`config.mk`:
```
export PLATFORM = sky130hd
export DESIGN_NAME = gzip_axis_byte_unpacker
export DESIGN_NICKNAME = d
export VERILOG_FILES = /design/src/rtl/gzip_axis_pkg.sv /design/src/rtl/gzip_axis_byte_unpacker_keep_decode.sv /design/src/rtl/gzip_axis_byte_unpacker.sv
export SDC_FILE = /design/constraint.sdc
export NUM_CORES = 1
export LEC_CHECK = 0
export ABC_AREA = 0
export BUFFER_PORTS_ARGS = -buffer_cell sky130_fd_sc_hd__buf_2
export CAP_MARGIN = 0
export CORE_AREA = 10 10 164 151
export CTS_CLUSTER_DIAMETER = 60
export DETAILED_ROUTE_END_ITERATION = 16
export DIE_AREA = 0 0 174 161
export HOLD_SLACK_MARGIN = 0.1
export PLACE_DENSITY = 0.54
export SLEW_MARGIN = 10
export SYNTH_ARGS = -nofsm -noshare
export SYNTH_HDL_FRONTEND = slang
export SYNTH_SLANG_ARGS = --single-unit
export TNS_END_PERCENT = 5
```
`constraint.sdc`:
```
create_clock -name ap_clk -period 5.06 [get_ports ap_clk]
set_clock_uncertainty 0.05 [all_clocks]
set_input_delay 0.253 -clock ap_clk [delete_from_list [all_inputs] [get_ports ap_clk]]
set_output_delay 0.253 -clock ap_clk [all_outputs]
set_load 0.02 [all_outputs]
```
`src/rtl/gzip_axis_pkg.sv`:
```
// Shared types and constants for the gzip AXI-Stream byte unpacker.
package gzip_axis_pkg;

  localparam int DEF_DATA_W     = 64;
  localparam int DEF_CNT_W      = 32;
  localparam int BYTES_PER_WORD = DEF_DATA_W / 8;

  typedef enum logic {IDLE, DRAIN} state_t;

  typedef logic [DEF_CNT_W-1:0] byte_cnt_t;

endpackage

```
`src/rtl/gzip_axis_byte_unpacker_keep_decode.sv`:
```
// TKEEP decoder: byte count = highest set bit index + 1, and a hole-free flag.
module gzip_keep_decode
  import gzip_axis_pkg::*;
#(
  parameter int KEEP_W = BYTES_PER_WORD,
  parameter int N_W    = $clog2(KEEP_W) + 1
) (
  input  logic [KEEP_W-1:0] keep,
  output logic [N_W-1:0]    n,
  output logic              contiguous
);

  always_comb begin
    n = '0;
    for (int i = 0; i < KEEP_W; i++) begin
      if (keep[i]) n = N_W'(i + 1);
    end
  end

  // Any cleared bit below the top set bit is a hole.
  always_comb begin
    contiguous = 1'b1;
    for (int i = 0; i < KEEP_W; i++) begin
      if (!keep[i] && (i < int'(n))) contiguous = 1'b0;
    end
  end

endmodule

```
`src/rtl/gzip_axis_byte_unpacker.sv`:
```
// Serialises 64-bit AXIS words into an LSB-first byte stream with frame counting.
// Optional length check against TUSER: define GZIP_UNPACK_LEN_CHECK_EN.
module gzip_axis_byte_unpacker
  import gzip_axis_pkg::*;
#(
  parameter int DATA_W = DEF_DATA_W,
  parameter int CNT_W  = DEF_CNT_W
) (
  input  logic                ap_clk,
  input  logic                ap_rst,
  input  logic [DATA_W-1:0]   s_tdata,
  input  logic [DATA_W/8-1:0] s_tkeep,
  input  logic                s_tvalid,
  output logic                s_tready,
  input  logic                s_tlast,
  input  logic [CNT_W-1:0]    s_tuser,
  output logic [7:0]          m_tdata,
  output logic                m_tvalid,
  input  logic                m_tready,
  output logic                m_tlast,
  output logic [CNT_W-1:0]    frame_bytes,
  output logic                frame_done,
  output logic                err_keep
`ifdef GZIP_UNPACK_LEN_CHECK_EN
  ,
  output logic                err_len,
  output logic [31:0]         len_err_cnt
`endif
);

  localparam int BPW = DATA_W / 8;
  localparam int N_W = $clog2(BPW) + 1;

  state_t             state, state_next;
  logic [DATA_W-1:0]  hold;
  logic [N_W-1:0]     hold_n, idx, beat_n;
  logic               hold_last, beat_contig;
  logic [CNT_W-1:0]   run_cnt, run_cnt_inc, cnt_after;
  logic               last_byte, accept, load, zero_last, byte_hs, byte_end;

  gzip_keep_decode #(.KEEP_W(BPW), .N_W(N_W)) u_keep_decode (
    .keep       (s_tkeep),
    .n          (beat_n),
    .contiguous (beat_contig)
  );

  assign last_byte = (idx == hold_n - 1'b1);

  // Ready on the last byte's handshake lets the next word load with no bubble.
  always_comb begin
    state_next = state;
    s_tready   = 1'b0;
    m_tvalid   = 1'b0;
    m_tdata    = '0;
    m_tlast    = 1'b0;
    case (state)
      IDLE: begin
        s_tready = !ap_rst;
        if (s_tvalid && (beat_n != '0)) state_next = DRAIN;
      end
      DRAIN: begin
        m_tvalid = 1'b1;
        m_tdata  = 8'(hold >> (8 * idx));
        m_tlast  = hold_last && last_byte;
        s_tready = m_tready && last_byte;
        if (m_tready && last_byte)
          state_next = (s_tvalid && (beat_n != '0)) ? DRAIN : IDLE;
      end
      default: state_next = IDLE;
    endcase
  end

  assign accept      = s_tvalid && s_tready;
  assign load        = accept && (beat_n != '0);
  assign zero_last   = accept && (beat_n == '0) && s_tlast;
  assign byte_hs     = m_tvalid && m_tready;
  assign byte_end    = byte_hs && m_tlast;
  assign run_cnt_inc = run_cnt + 1'b1;
  assign cnt_after   = byte_end ? '0 : (byte_hs ? run_cnt_inc : run_cnt);

  always_ff @(posedge ap_clk or posedge ap_rst) begin
    if (ap_rst) state <= IDLE;
    else        state <= state_next;
  end

  always_ff @(posedge ap_clk or posedge ap_rst) begin
    if (ap_rst) begin
      hold      <= '0;
      hold_n    <= '0;
      hold_last <= 1'b0;
      idx       <= '0;
    end else if (load) begin
      hold      <= s_tdata;
      hold_n    <= beat_n;
      hold_last <= s_tlast;
      idx       <= '0;
    end else if (byte_hs) begin
      idx <= idx + 1'b1;
    end
  end

  // A zero-keep TLAST beat closes the frame with whatever was counted so far.
  always_ff @(posedge ap_clk or posedge ap_rst) begin
    if (ap_rst) begin
      run_cnt     <= '0;
      frame_bytes <= '0;
      frame_done  <= 1'b0;
      err_keep    <= 1'b0;
    end else begin
      run_cnt    <= zero_last ? '0 : cnt_after;
      frame_done <= zero_last || byte_end;
      if (zero_last)     frame_bytes <= cnt_after;
      else if (byte_end) frame_bytes <= run_cnt_inc;
      if (accept && (!beat_contig || zero_last)) err_keep <= 1'b1;
    end
  end

`ifdef GZIP_UNPACK_LEN_CHECK_EN
  logic [CNT_W-1:0] hold_user;
  logic             len_mismatch;

  always_comb begin
    len_mismatch = 1'b0;
    if (zero_last)     len_mismatch = (cnt_after != s_tuser);
    else if (byte_end) len_mismatch = (run_cnt_inc != hold_user);
  end

  always_ff @(posedge ap_clk or posedge ap_rst) begin
    if (ap_rst) begin
      hold_user   <= '0;
      err_len     <= 1'b0;
      len_err_cnt <= '0;
    end else begin
      if (load) hold_user <= s_tuser;
      if (len_mismatch) begin
        err_len     <= 1'b1;
        len_err_cnt <= len_err_cnt + 1'b1;
      end
    end
  end
`else
  logic unused_tuser;
  assign unused_tuser = ^s_tuser;
`endif

endmodule

```
Word-level counts from Yosys, hierarchy flattened --
Index checks and enable logic that the tools add are counted.
Storage, ports and cells: flip-flop bits (word level) 140, word-level logic and storage cells 87, RAM bits 0, memories 0, latch bits 0, input bits 109, output and inout port bits 45, memory bits (read-only) 0
Operators by class: multiplexer cells 30, $add $sub $neg 3, equal/unequal tests 1, bitwise logic cells 1, reductions and logical operators 34, $lt $le $gt $ge 8, divide/modulo/power cells 0, $mul 0, shift operators 1
Operators with widths (number):
- $mux 32 | 5
- $shr 64x7->8 | 1
- $add 32x1->32 const B | 1
- $logic_and 1x1->1 | 18
- $lt 3x4->1 const A | 4
- $mux 1 | 13
- $mux 3 | 4
- $mux 4 | 3
- $logic_not 1->1 | 10
- $lt 1x4->1 const A | 2
- $lt 2x4->1 const A | 2
- $mux 8 | 1
- $add 4x1->4 const B | 1
- $eq 4x4->1 | 1
- $logic_not 4->1 | 1
- $mux 2 | 2
- $pmux 1 s2 | 2
- $reduce_bool 2->1 | 2
- $reduce_bool 4->1 | 1
- $sub 4x1->4 const B | 1
- $logic_or 1x1->1 | 2
- $not 1->1 | 1

Depth between registers and ports, before layout --
Gate-level depths: netlist of the first run.
word-level depth 21, depth in mapped cells 10, depth with buffers taken out 9

Hierarchy --
A second synthesis of the first run with hierarchy kept.
Second synthesis, totals: cell total of the unflattened synthesis 721, area, all modules 7538.5 sq um
Modules (own cells, without submodules):
- gzip_axis_byte_unpacker | sequential area each 3503.4 sq um, cells an instance 701, area each 7429.6 sq um, times used 1
- gzip_keep_decode | sequential area each 0.0 sq um, cells an instance 20, area each 108.9 sq um, times used 1

Least setup slack after synthesis of the first run --
No wires, ideal clock.
path kind reg2reg, start register hold_n[0], end register frame_bytes[19], buffers on the path 1, required time 4.876 ns, period minus slack after synthesis 2.630 ns, library setup time 0.134 ns, path slack 2.430 ns, data arrival time 2.446 ns, cell stages (with the launch flop) 10, cells stage by stage dfrtp_1 -> inv_1 -> ha_1 -> xor3_1 -> or3_4 -> nor4_2 -> o21ai_1 -> buf_2 -> a222oi_1 -> o21ai_1
Between the ends: word-level cells in the longest chain between the ends 8, elaborated cells between the ends (all ways) 13, classes of those cells add/sub: 1; eq/ne: 1; mux: 4; reduce/logical: 7
RTL lines:
- start, declared | line gzip_axis_byte_unpacker.sv:36 | logic [N_W-1:0] hold_n, idx, beat_n;
- start signal, assigned | line gzip_axis_byte_unpacker.sv:94 | hold_n <= beat_n;
- $sub 4x1->4 * | line gzip_axis_byte_unpacker.sv:47 | assign last_byte = (idx == hold_n - 1'b1);
- $eq 4x4->1 * | line gzip_axis_byte_unpacker.sv:47
- $logic_and 1x1->1 | line gzip_axis_byte_unpacker.sv:65 | s_tready = m_tready && last_byte;
- $pmux 1 s2 | line gzip_axis_byte_unpacker.sv:56 | case (state)
- $logic_and 1x1->1 | line gzip_axis_byte_unpacker.sv:73 | assign accept = s_tvalid && s_tready;
- $logic_and 1x1->1 (2 in a row) | line gzip_axis_byte_unpacker.sv:75 | assign zero_last = accept && (beat_n == '0) && s_tlast;
- $mux 32 or $reduce_bool 2->1 (tied branches)
- end signal, assigned | line gzip_axis_byte_unpacker.sv:112 | if (zero_last) frame_bytes <= cnt_after;
- end signal, assigned | line gzip_axis_byte_unpacker.sv:113 | else if (byte_end) frame_bytes <= run_cnt_inc;
- end, declared | line gzip_axis_byte_unpacker.sv:21 | output logic [CNT_W-1:0] frame_bytes,
Every way passes the cells marked *; elsewhere a longest branch is shown, timed or not. A chain may end at the register's enable or synchronous reset.

Worst setup path after layout of the first run --
start register idx[2], end register run_cnt[8]
Between the ends: word-level cells in the longest chain between the ends 7, elaborated cells between the ends (all ways) 11, classes of those cells eq/ne: 1; mux: 4; reduce/logical: 6
RTL lines:
- start, declared | line gzip_axis_byte_unpacker.sv:36
- start signal, assigned | line gzip_axis_byte_unpacker.sv:98 | idx <= idx + 1'b1;
- $eq 4x4->1 * | line gzip_axis_byte_unpacker.sv:47
- $logic_and 1x1->1 | line gzip_axis_byte_unpacker.sv:65
- $pmux 1 s2 | line gzip_axis_byte_unpacker.sv:56
- $logic_and 1x1->1 | line gzip_axis_byte_unpacker.sv:73
- $logic_and 1x1->1 (2 in a row) | line gzip_axis_byte_unpacker.sv:75
- $mux 32 * | line gzip_axis_byte_unpacker.sv:110 | run_cnt <= zero_last ? '0 : cnt_after;
- end signal, assigned | line gzip_axis_byte_unpacker.sv:110
- end, declared | line gzip_axis_byte_unpacker.sv:38 | logic [CNT_W-1:0] run_cnt, run_cnt_inc, cnt_after;
Marked as above.

==> summary.txt, run 1 <==
Status
  • Run status: complete, no violations

Timing
  • Max transition margin: 0.365
  • Fin crit share: 0.712
  • RSZ-0062 raised after global routing: false
  • Maximum clock rate: about 280 MHz
  • Setup violators final: 0
  • Total negative slack: 0 ns
  • Worst Tran Pin Value: 0.944 ns
  • Final setup margin: around 1.5 ns
  • Final hold violations: 0
  • Min cycle time layout: ~3.6 ns
  • Slew Limit Fails: 0

Finish
  • P&R area growth vs syn: 29.3%
  • Fraction of layout instances using a drive strength above 1: 0.209
  • Layout Cells excl Fill: between 1,000 and 1,500
  • NumNets Final: 1,094

Setup path
  • CP bufs+invs: 4
  • CP max stage delay: ~0.7 ns
  • Slowest stage cell, crit path: dfrtp_1
  • Startpoint type of the worst setup path: register
  • CP endpoint kind: register
  • R2r setup slk: ~1.5 ns
  • CP delay by family, top: buffers and inverters
  • Crit-path cells: xor3_1 > or3_4 > o31ai_4 > buf_4 > o21ai_1 > buf_4 > inv_1 > buf_4 > nor2_1
  • Crit path top cell by count: buf_4
  • Critical Path RT: between 5 and 6 ns
  • Critical path peak fanout: 20
  • Critical path arrival: approximately 3.9 ns
  • Critical Setup Path Class: reg2reg

Synth
  • Syn Area/Cell: 9.05 µm²
  • Mapped Cells: approximately 800
  • Yosys warning count: 0
  • Synthesized area: about 0.0073 mm²
  • Synth cell types: 67
  • Async SR Flop Fraction: 1.00
  • Top FF cell, synth: dfrtp_1
  • Syn_nets: ~920
  • Number of flops mapped to enable cells by yosys: 0
  • Register area share after synthesis: 0.477
  • #FFs+latches synth: 140

Route
  • DR WL/cell: 17.5 µm
  • WL final: ~22,000 µm
  • Routed vias/inst: slightly above 5
  • Antenna Nets Post-Route: 0
  • Vias after detailed routing: between 6,000 and 7,000
  • Detailed router's first-iteration violation count: 513
  • 1st-pass router iterations: 5
  • Drt drc: 0

Clocking
  • H-tree level count: 4
  • CTS clk-pin slew, worst paths: roughly 0.06 ns
  • CTS tree: yes
  • Skew-Pair Late Insertion Delay: roughly 0.42 ns
  • Number of clock buffers inserted by TritonCTS: 17
  • Root Driver: clkbuf_16
  • Post_cts resized: 0
  • CTS sink cnt: 140
  • CTS max path bufs: 2

Placed design
  • Hpwl dp: 15,000 µm
  • RD Place Congestion: just over 0.8
  • Placed Instances: around 1,200
  • DP Worst Slack: approximately 1.4 ns
  • IO buf count: 121

Global route
  • Largest net degree at the start of global routing: slightly below 90
  • Initial antenna violation count: 1
  • Vias in the first global route: roughly 6,700
  • Total gr overflow: 0
  • Tot GR Track Use: 0.163
  • First-pass GRT wire length: 36,900 µm

Run
  • Max-Cap Viols: 0

Min path
  • Worst Hold Class: in2reg

Floorplan
  • Io pins: 154
  • Initial Util: 0.345
  • Die height: about 160 µm
  • Die outline area: approximately 0.028 mm²
  • Die X-Extent: between 150 and 200 µm
  • Core Region: between 0.02 and 0.025 mm²
  • Placement Rows: 51

Power
  • Peak supply drop: approximately 0.00019 V
  • Power Dens Cells: around 470 mW/mm²
  • Leakage: ~0.0045 µW
-- cell type report --
type	instances	area (µm²)
timing repair buffer	203	1390
fill	2107	11800
clock inverter	10	140
antenna	1	2.50
inverter	13	53.8
multi-input combinational	607	3580
clock buffer	20	467
tap	291	364
sequential	140	3500
-- where the power goes --
group          switching, µW  leakage, µW  internal, µW
clock network            483     0.000290           809
registers                213      0.00184          1410
logic                    908      0.00232           630
-- cells by family after synthesis --
group	after synthesis	synth area share
compound gates	98	0.0947
flops	140	0.477
buf+inv	65	0.0370
mux	28	0.0656
simple gates	436	0.268
fa+ha+maj	3	0.00511
xor+xnor	42	0.0531
-- repair_timing --
item	CTS	global route
endpoints found under the hold margin	156	0
setup buffers	0	0
hold buffers	68	0
-- cells in the final DEF (no fill, tap or decap), types with 6 or more instances in the layout --
| cell | count |
|---|---|
| nand2_1 | 245 |
| a31oi_1 | 6 |
| and4_1 | 6 |
| dlygate4sd3_1 | 68 |
| dfrtp_1 | 140 |
| nand4_1 | 20 |
| a21oi_1 | 17 |
| buf_4 | 14 |
| mux2i_1 | 11 |
| nor3_1 | 27 |
| buf_2 | 121 |
| clkbuf_16 | 17 |
| or3_1 | 8 |
| nor2_1 | 58 |
| mux4_2 | 16 |
| nor4_1 | 12 |
| and3_1 | 7 |
| xnor2_1 | 26 |
| xor2_1 | 14 |
| o21ai_0 | 19 |
| inv_1 | 12 |
| or2_2 | 6 |
| nand3_1 | 23 |
-- cell usage after synthesis (6+ instances only) --
cell type | instances | area, µm²
a21oi_1 | 17 | 85.1
a31oi_1 | 6 | 37.5
and3_1 | 8 | 50.1
and4_1 | 6 | 52.6
buf_1 | 7 | 26.3
buf_2 | 16 | 80.1
clkbuf_1 | 27 | 101
dfrtp_1 | 140 | 3500
inv_1 | 13 | 48.8
mux2i_1 | 11 | 110
mux4_2 | 16 | 360
nand2_1 | 245 | 920
nand3_1 | 24 | 120
nand4_1 | 20 | 125
nor2_1 | 58 | 218
nor3_1 | 27 | 135
nor4_1 | 12 | 75.1
o21ai_0 | 19 | 95.1
or2_2 | 6 | 37.5
or3_1 | 8 | 50.1
xnor2_1 | 26 | 228
xor2_1 | 14 | 123
-- layer usage --
layer,GRT usage,share of wire
met4,0.0458,0.013
met5,0,0
met2,0.254,0.45
met3,0.0385,0.051
met1,0.222,0.48
-- worst paths after layout --
| path | cells after the start | start | end |
|---|---|---|---|
| max in group asynchronous | 4 | ap_rst | run_cnt[21]$_DFF_PP0_ |
| max reg2reg | 9 | idx[2]$_DFFE_PP0P_ | run_cnt[8]$_DFF_PP0_ |
| min reg2reg | 1 | err_keep$_DFFE_PP0P_ | err_keep$_DFFE_PP0P_ |
| min in group asynchronous | 3 | ap_rst | hold_last$_DFFE_PP0P_ |
| max | 9 | idx[2]$_DFFE_PP0P_ | run_cnt[8]$_DFF_PP0_ |
| min | 2 | s_tvalid | state$_DFF_PP0_ |
-- worst register-to-register path, stage by stage, from the launching register on --
cell and delay, ns:
dfrtp_1 0.70, xor3_1 0.48, or3_4 0.38, o31ai_4 0.32, buf_4 0.32, o21ai_1 0.10
buf_4 0.23, inv_1 0.46, buf_4 0.36, nor2_1 0.09
-- per-stage QoR --
stage / utilization / total power [µW] / hold WS (ns) / cell area [µm²]
global placement: 0.385 / 3120 / 0.397 / 8210
global route: 0.446 / 4760 / 0.115 / 9500
finish: 0.446 / 4450 / 0.125 / 9500
detailed placement: 0.385 / 3140 / 0.397 / 8210
CTS: 0.446 / 4500 / 0.102 / 9500
floorplan: - / 2690 / 0.300 / 7350
-- state kept, by name (all words and copies together) (netlist names) --
| register | count |
|---|---|
| err_keep | 1 |
| idx | 4 |
| frame_done | 1 |
| run_cnt | 32 |
| state | 1 |
| hold_last | 1 |
| frame_bytes | 32 |
| hold | 64 |
| hold_n | 4 |
(Power assumes the default switching activity.)
==> inputs of run 2 (changes only) <==
--- a/config.mk
+++ b/config.mk
@@ -13,7 +13,7 @@
 export DETAILED_ROUTE_END_ITERATION = 16
 export DIE_AREA = 0 0 174 161
 export HOLD_SLACK_MARGIN = 0.1
-export PLACE_DENSITY = 0.54
+export PLACE_DENSITY = 0.56
 export SLEW_MARGIN = 10
 export SYNTH_ARGS = -nofsm -noshare
 export SYNTH_HDL_FRONTEND = slang
==> constraint.sdc (replaced) <==
create_clock -name ap_clk -period 3 [get_ports ap_clk]
set_clock_uncertainty 0.05 [all_clocks]
set_input_delay 0.15 -clock ap_clk [delete_from_list [all_inputs] [get_ports ap_clk]]
set_output_delay 0.15 -clock ap_clk [all_outputs]
set_load 0.02 [all_outputs]
==> run 2 against run 1 <==
Via count up 1.1%; highest routed layer unchanged; count of clock-buffer cells in the layout fell by 2; sequential power up 67%; combinational power grew 76%; register-to-register slack lost 1.2 ns; critical path type is now reg2out; core utilization up 1.2 points.
==> summary.txt, run 2 (synthesis gave the netlist of run 1 again) <==
Setup path
  • Reg-to-reg endpoint: run_cnt[13]$_DFF_PP0_
  • CP endpoint kind: output pin
  • Critical path peak fanout: 15 (-25%)
  • R2r setup slk: 0.24 ns (-1.22 ns)
  • Startpoint type of the worst setup path: register
  • Critical path arrival: 2.66 ns (-1.19 ns)
  • Critical Setup Path Class: reg2out
  • R2R cell count: 9 (unchanged)
  • Critical Path RT: 2.80 ns (-2.51 ns)
  • Worst R2R Start: hold_n[0]$_DFFE_PP0P_

Global route
  • Tot GR Track Use: 0.166 (+0.00313)
  • Initial antenna violation count: 1 (unchanged)
  • Vias in the first global route: 6,747 (+0.61%)
  • Total gr overflow: 0 (unchanged)
  • First-pass GRT wire length: 37,600 µm (+1.9%)
  • Largest net degree at the start of global routing: 73 (-17%)

Min path
  • WHS Path Cells: 3 (+1)
  • Worst Hold Class: in2reg
  • Worst hold path startpoint: s_tkeep[6]
  • Hold Crit Endpoint: hold_n[1]$_DFFE_PP0P_

Finish
  • Max reg flops: 64 (unchanged)
  • Biggest register: hold
  • NumNets Final: 1,115 (+1.9%)
  • Fraction of layout instances using a drive strength above 1: 0.225 (+0.0152)
  • Most common cell after layout, fill and taps aside: nand2_1
  • P&R area growth vs syn: 32.7%
  • Number of fill cells: 2,103 (-0.19%)
  • Final instance area: 0.00975 mm² (+2.6%)
  • Biggest regs: hold: 64 flops, frame_bytes: 32 flops, run_cnt: 32 flops
  • Commonest non-fill, non-tap cells in the layout: 245 x nand2_1, 140 x dfrtp_1, 121 x buf_2

Run
  • Max-Cap Viols: 0 (unchanged)

Floorplan
  • Die outline area: 0.0280 mm² (unchanged)
  • Initial Util: 0.345 (unchanged)
  • Placement Rows: 51 (unchanged)
  • Io pins: 154 (unchanged)
  • Die height: 161 µm (unchanged)
  • Die X-Extent: 174 µm (unchanged)
  • Core Region: 0.0213 mm² (unchanged)

Clocking
  • H-tree level count: 4 (unchanged)
  • Setup Fix Bufs, Post-CTS: 0 (unchanged)
  • CTS tree: yes
  • CTS clk-pin slew, worst paths: 0.06 ns (about the same)
  • Root Driver: clkbuf_16
  • Post_cts resized: 0 (unchanged)
  • CTS sink cnt: 140 (unchanged)
  • Skew-Pair Late Insertion Delay: 0.42 ns (about the same)
  • CTS max path bufs: 2 (unchanged)
  • Number of clock buffers inserted by TritonCTS: 17 (unchanged)

Placed design
  • Post-DP Area: 0.00842 mm² (+2.5%)
  • RD Place Congestion: 0.815 (-0.85%)
  • DP Worst Slack: 0.261 ns (-1.18 ns)
  • Hpwl dp: 15,200 µm (+1.7%)
  • IO buf count: 121 (unchanged)

Timing
  • Worst Tran Pin Value: 0.910 ns (-0.0340 ns)
  • Min cycle time layout: roughly 2.9 ns
  • Total negative slack: 0 ns (unchanged)
  • Maximum clock rate: ~350 MHz
  • Fin crit share: 0.955
  • Slew Limit Fails: 0 (unchanged)
  • Final hold violations: 0 (unchanged)
  • Final setup margin: 0.136 ns (-1.32 ns)
  • Hold slack: 0.128 ns (+0.00218 ns)
  • Max transition margin: 0.393 (+0.0285)
  • Setup violators final: 0 (unchanged)
  • RSZ-0062 raised after global routing: false

Route
  • 1st-pass router iterations: 4 (-1)
  • Routed vias/inst: 5.03 (-0.56%)
  • Antenna Nets Post-Route: 0 (unchanged)
  • DR WL/cell: 17.3 µm (-1.1%)
  • Drt drc: 0 (unchanged)
  • WL final: 22,600 µm (+0.56%)
  • Vias after detailed routing: 6,577 (+1.1%)
  • Detailed router's first-iteration violation count: 512 (-0.19%)

Power
  • Leakage: 0.00458 µW (+2.8%)
  • Clk network pwr share: 0.294 (+0.004)
  • Reg power frac: 0.353 (-0.012)
  • Switching power: 2740 µW (+71%)
  • Sw Ratio: 0.357 (-0.00317)
  • Pint: 4940 µW (+73%)
  • Peak supply drop: 0.000432 V (+120%)
  • Comb power frac: 0.352 (+0.007)
  • Power Dens Cells: 788 mW/mm² (+68%)

Status
  • Run status: complete, no violations
[run 2: changes by cell type in the layout (fill, tap and decap cells not counted), sizes merged, moves of 2 or more]
cell,previous run,this run
dlygate4sd3,68,70
clkinv,3,5
buf,135,154
clkbuf,20,18
[run 2: power by group through the flow]
stage / Sequential [µW] / Combinational, µW / Clock [µW]
2_1_floorplan: 2680 / 1860 / 0
3_3_place_gp: 2730 / 2620 / 0
3_5_place_dp: 2740 / 2650 / 0
4_1_cts: 2710 / 2730 / 2310
5_1_grt: 2790 / 3020 / 2410
6_report: 2710 / 2710 / 2260
[run 2: worst max path at each step]
stage | startpoint | to | slack, ns | depth (start not counted)
floorplan | hold_n[0]$_DFFE_PP0P_ | frame_bytes[19]$_DFFE_PP0P_ | 0.37 | 9
global placement | hold_n[0]$_DFFE_PP0P_ | run_cnt[22]$_DFF_PP0_ | 0.30 | 9
detailed placement | hold_n[0]$_DFFE_PP0P_ | frame_bytes[20]$_DFFE_PP0P_ | 0.26 | 9
CTS | hold_n[0]$_DFFE_PP0P_ | s_tready | 0.13 | 7
global route | hold_n[0]$_DFFE_PP0P_ | s_tready | 0.03 | 7
finish | hold_n[0]$_DFFE_PP0P_ | s_tready | 0.14 | 7
[run 2: final cells by class]
cell class | count | area [µm²] | share of cell area
Tap cell | 291 | 364 | 0.0373
Inverter | 13 | 52.6 | 0.00539
Clock buffer | 18 | 439 | 0.0450
Multi-Input combinational cell | 607 | 3580 | 0.367
Antenna cell | 1 | 2.50 | 0.000257
Clock inverter | 13 | 191 | 0.0196
Timing Repair Buffer | 224 | 1620 | 0.166
Sequential cell | 140 | 3500 | 0.359
[run 2: routing by layer]
layer  GRT usage  share of wire
met5           0              0
met1       0.233           0.49
met3      0.0329          0.043
met4      0.0559          0.020
met2       0.252           0.45
[run 2: what timing repair did]
| action | in CTS | in global routing |
|---|---|---|
| setup endpoints to repair | 0 | 0 |
| hold buffers | 70 | 0 |
| endpoints found under the hold margin | 97 | 0 |
[run 2: per-stage QoR]
stage | cells | utilization | power, µW
floorplan | 812 | - | 4530
global placement | 1205 | 0.395 | 5350
detailed placement | 1205 | 0.395 | 5390
CTS | 1306 | 0.457 | 7760
global route | 1307 | 0.457 | 8220
finish | 1307 | 0.457 | 7680
[run 2: worst max-delay path, cell delays in order, from the launching register on]
cell     delay, ns
dfrtp_1       0.42
inv_1         0.07
ha_1          0.14
xor3_1        0.44
or3_4         0.38
o31ai_4       0.26
buf_4         0.31
buf_2         0.22
